### src/rtl/round_robin_arbiter.sv
// round_robin_arbiter: registered round-robin arbiter with a one-hot grant under valid/ready
module round_robin_arbiter #(
    parameter int WIDTH = 8,
    localparam int INDEX_WIDTH = (WIDTH > 1) ? $clog2(WIDTH) : 1
) (
    input  logic                   clock,
    input  logic                   resetn,
    input  logic [WIDTH-1:0]       requests,
    output logic [WIDTH-1:0]       grant,
    output logic [INDEX_WIDTH-1:0] grant_index,
    output logic                   grant_valid,
    input  logic                   grant_ready
);

    typedef enum logic {IDLE, GRANTED} state_t;

    state_t                 state_q, state_d;
    logic [INDEX_WIDTH-1:0] pointer_q, pointer_d;
    logic [INDEX_WIDTH-1:0] grant_index_q, grant_index_d;
    logic [WIDTH-1:0]       grant_q, grant_d;
    logic [INDEX_WIDTH-1:0] next_pointer, sel_pointer, sel_index;
    logic [WIDTH-1:0]       masked, sel_grant;
    logic                   accept;

    assign accept       = (state_q == GRANTED) && grant_ready;
    assign next_pointer = (grant_index_q == INDEX_WIDTH'(WIDTH - 1)) ? '0 : grant_index_q + INDEX_WIDTH'(1);
    // On accept the new pointer already governs the back-to-back selection
    assign sel_pointer  = accept ? next_pointer : pointer_q;

    // Mask requests below the pointer, then take the lowest set bit (falling back to unmasked)
    always_comb begin
        masked    = requests & ({WIDTH{1'b1}} << sel_pointer);
        sel_grant = (masked != '0) ? (masked & -masked) : (requests & -requests);
        sel_index = '0;
        for (int i = 0; i < WIDTH; i++) sel_index = sel_grant[i] ? INDEX_WIDTH'(i) : sel_index;
    end

    // Next-state: load a grant from IDLE, hold while stalled, reload or drop on accept
    always_comb begin
        state_d       = state_q;
        pointer_d     = pointer_q;
        grant_d       = grant_q;
        grant_index_d = grant_index_q;
        if (state_q == IDLE) begin
            if (requests != '0) begin
                state_d       = GRANTED;
                grant_d       = sel_grant;
                grant_index_d = sel_index;
            end
        end else if (accept) begin
            pointer_d     = next_pointer;
            grant_d       = sel_grant;
            grant_index_d = sel_index;
            state_d       = (sel_grant != '0) ? GRANTED : IDLE;
        end
    end

    // State registers with asynchronous active-low reset
    always_ff @(posedge clock or negedge resetn) begin
        if (!resetn) begin
            state_q       <= IDLE;
            pointer_q     <= '0;
            grant_q       <= '0;
            grant_index_q <= '0;
        end else begin
            state_q       <= state_d;
            pointer_q     <= pointer_d;
            grant_q       <= grant_d;
            grant_index_q <= grant_index_d;
        end
    end

    assign grant       = grant_q;
    assign grant_index = grant_index_q;
    assign grant_valid = (state_q == GRANTED);

endmodule

### config.mk
export PLATFORM = sky130hd
export DESIGN_NAME = round_robin_arbiter
export DESIGN_NICKNAME = d
export VERILOG_FILES = /design/src/rtl/round_robin_arbiter.sv
export SDC_FILE = /design/constraint.sdc
export NUM_CORES = 1
export LEC_CHECK = 0
export BUFFER_PORTS_ARGS = -buffer_cell sky130_fd_sc_hd__buf_2
export CORE_MARGIN = 2
export CORE_UTILIZATION = 53
export CTS_CLUSTER_DIAMETER = 120
export DETAILED_ROUTE_END_ITERATION = 10
export GPL_TIMING_DRIVEN = 0
export PLACE_DENSITY_LB_ADDON = 0.08
export SYNTH_ARGS = -nofsm -noshare
export SYNTH_HDL_FRONTEND = slang
export SYNTH_SLANG_ARGS = --single-unit
export TNS_END_PERCENT = 100
### constraint.sdc
create_clock -name clock -period 2.9 [get_ports clock]
set_clock_uncertainty 0.2 [all_clocks]
set_input_delay 0.29 -clock clock [delete_from_list [all_inputs] [get_ports clock]]
set_output_delay 0.29 -clock clock [all_outputs]
set_load 0.03 [all_outputs]
==> results.txt <==
The worst path needs 2720 ps of the cycle, external delays included. The net count of the finished layout came out at 161. The effective utilization at floorplan came out at between 50 and 60%.

The number of global-route vias before repair came out at ~970. The area inside the core boundary came out at around 0.0019 mm2. Synthesis produced a netlist with a net count of about 130.

The transition time of the tightest slew-check pin came out at 721 ps. The number of cell rows is 16. The clock network latency to the later pin of the worst-skew pair is approximately 280 ps. The number of buffers between clock root and the deepest sink is 2. During synthesis, Yosys emitted a total of 0 warnings. The antenna violation net count after detailed routing came out at 0. The final count of pins violating max slew is 0. The detailed-route wire length per cell is 14.2 um.

The routed layout has approximately 1000 vias. The number of setup buffers added after CTS is 0. The path class of the tightest hold or removal check is in -> reg. The instance count after placement with tap cells included is around 170.

The final HPWL from detailed placement came out at approximately 2.0 mm. Setup slack closes at around 180 ps. The number of clock sinks seen by CTS came out at 15. Entering global routing, the biggest net connects 16 pins. The weighted congestion at the end of routability-driven global placement is between 0.8 and 0.9.

The worst voltage drop across the vdd grid is between 0.5 and 0.6 mV. Clock-pin slew was measured on the worst setup and hold paths at 90 ps. The die height is a little under 50 um. 0 antenna diodes ended up in the layout. Relative to the synthesized area, the layout overhead comes to 18.0%. The overall routing resource usage is between 20% and 30%. The number of I/O port buffers came out at 21. The data required time at the worst endpoint is 2910 ps. For this run, design rule violations remaining after detail routing come to 0.

TritonCTS built the clock tree. The achievable frequency is around 0.37 GHz. The kind of launch point of the worst setup path is a flip-flop. The final number of setup-violating endpoints is 0.

Leaving out fill and tap cells, the most frequent cell in the layout is sky130_fd_sc_hd__buf_2. The final clock period utilization by the worst path is a little over nine tenths. Of all nets on the critical path, the largest fanout is 5. The combined area of all synthesized cells is 0.00106 mm2.

The register area share after synthesis came out at 35.5%. The number of antenna violations at the first check in global routing came out at 0. The number of flops mapped to enable cells by yosys is 0. The library cells used most frequently in the layout, excluding fill and tap cells, are 23 x sky130_fd_sc_hd__buf_2, 15 x sky130_fd_sc_hd__dfrtp_1, 12 x sky130_fd_sc_hd__nand2_1. The share of synthesized flip-flops with an asynchronous set or reset is 100%. The number of instances in the synthesized netlist is 121. For this run, the slowest stage of the critical path takes between 500 and 600 ps. Walking the worst path, the cells encountered are ha_1, and3_2, a2111oi_0, o21a_1, o21ba_2, o2111a_1, a21boi_1. The die covers 0.00237 mm2. A synthesized cell averages slightly below 9 um2. The root buffer cell chosen for the clock tree is sky130_fd_sc_hd__clkbuf_4.

The iteration-0 DRC count of the detailed router is 46. The number of buffers added by the clock tree synthesis step is 3. The final instance count without filler cells came out at between 150 and 200.

The number of detailed-routing iterations run before antenna repair is 4. In the synthesized netlist the dominant register cell turns out to be sky130_fd_sc_hd__dfrtp_1. The endpoint arrival time on the critical path is ~2700 ps. The post-detailed-routing wire length is 2.47 mm. In this run the tightest slew margin relative to its limit is 50.7%. The leakage power of the design is ~0.57 nW. The number of buffer and inverter stages on the critical path came out at 0. The sum of negative setup slack is 0 ps. The boundary pin count came out at 23. The finished cells cover about 0.0012 mm2. The wire length of the first global-routing pass came out at ~4.3 mm.

Measured along the x axis, the die boundary spans between 40 and 50 um. In this run the number of H-tree levels came out at 1. The mean number of vias per cell is 5.99. The number of storage elements in the synthesis netlist is 15.

The critical path is of the reg -> reg type. Setup repair after global routing left no endpoint under its margin. Dividing total power by cell area gives a power density of slightly below 1000 mW/mm2.

The largest individual stage delay along the critical path comes from the cell sky130_fd_sc_hd__a2111oi_0. The ratio of cells with drive above 1 in the final layout came out at 30.6%. After detailed placement, the total cell area comes to between 0.001 and 0.0015 mm2.

The number of unique standard cell types used by synthesis came out at around 50. The number of endpoints with negative hold slack in the final report is 0. The flow ran to the end, and the final reports show no timing, DRC or antenna violations. For this run the aggregate overflow at the end of global routing stands at 0. At the placement stage, the worst setup path has a slack of about 170 ps. The tool flagged a number of max-cap violations equal to 0. The kind of cell with the highest combined delay along the critical path is compound AO/OA/AOI/OAI gates. The kind of end point of the critical path is a flip-flop.
-- layer usage --
layer / vias up / track usage (%) / part of all wire [%]
met3: 5 / 1.85 / 3.9
met1: 493 / 31.6 / 47
met2: 31 / 38.4 / 47
li1: 513 / - / -
met5: - / 0 / 0
met4: 0 / 7.14 / 1.5
-- cells in the mapped netlist, types with 3 or more instances --
| library cell | count | share of area [%] |
|---|---|---|
| sky130_fd_sc_hd__a21oi_1 | 5 | 2.4 |
| sky130_fd_sc_hd__dfrtp_1 | 15 | 36 |
| sky130_fd_sc_hd__inv_1 | 8 | 2.8 |
| sky130_fd_sc_hd__nand2_1 | 12 | 4.3 |
| sky130_fd_sc_hd__nand3_1 | 3 | 1.4 |
| sky130_fd_sc_hd__nor2_1 | 7 | 2.5 |
| sky130_fd_sc_hd__nor2b_1 | 3 | 1.8 |
| sky130_fd_sc_hd__nor3_1 | 5 | 2.4 |
| sky130_fd_sc_hd__o21ai_0 | 9 | 4.3 |
| sky130_fd_sc_hd__o31ai_1 | 3 | 2.1 |
-- cell type report --
cell class	instances	area, um2
repair buffers	22	115
clock buffers	4	26.3
well taps	27	33.8
multi-input cells	94	641
fillers	175	676
flip-flops and latches	15	375
inverters	8	30.0
plain buffers	4	25.0
-- tightest hold or removal path: cells and delay by family --
| family | cells | cell delay, ps |
|---|---|---|
| AOI/OAI and AO/OA | 2 | 210 |
| buffers and inverters | 1 | 130 |
-- kinds of logic (layout without fill, tap and decap cells) --
kind of cell	count (synthesis)	count (layout)	synth area share [%]
DFF	15	15	35.5
buffers and inverters	12	38	5.21
AOI/OAI and AO/OA	44	44	30.8
and+or+nand+nor	48	48	26.1
adders and majority gates	2	2	2.37
-- flip-flops by register name, indices dropped and copies added, names as in the netlist --
register and count:
grant 8, grant_index 3, pointer_q 3, grant_valid 1
-- through the flow --
stage          utilization [%]  hold slack, ps  power (mW)
6_report                  64.8             179        1.24
5_1_grt                   64.8             214        1.32
4_1_cts                   64.1             182        1.22
3_5_place_dp              62.2            15.5        1.09
3_3_place_gp              62.2            7.73        1.09
2_1_floorplan                -            -206       0.903
-- what timing repair did --
action	in CTS	in global routing
endpoints found under the setup margin	0	2
endpoints found under the hold margin	15	0
gates resized for setup	0	3
hold buffers	1	0
-- final timing paths --
check / start / to / slack (ps) / cells past startpoint
setup reg to reg: grant_index[0] / grant_valid / 180 / 7
hold / removal: requests[1] / grant[1] / 180 / 3
setup / recovery: grant_index[0] / grant_valid / 180 / 7
hold reg to reg: grant[1] / grant[1] / 280 / 2
max in group asynchronous: resetn / grant_index[1] / 2020 / 2
min in group asynchronous: resetn / grant_valid / 240 / 2
-- power breakdown --
part	internal, mW	switching, mW
clock	0.0534	0.0680
combinational	0.286	0.478
sequential	0.290	0.0607
total	0.629	0.607
(Power assumes the default switching activity.)
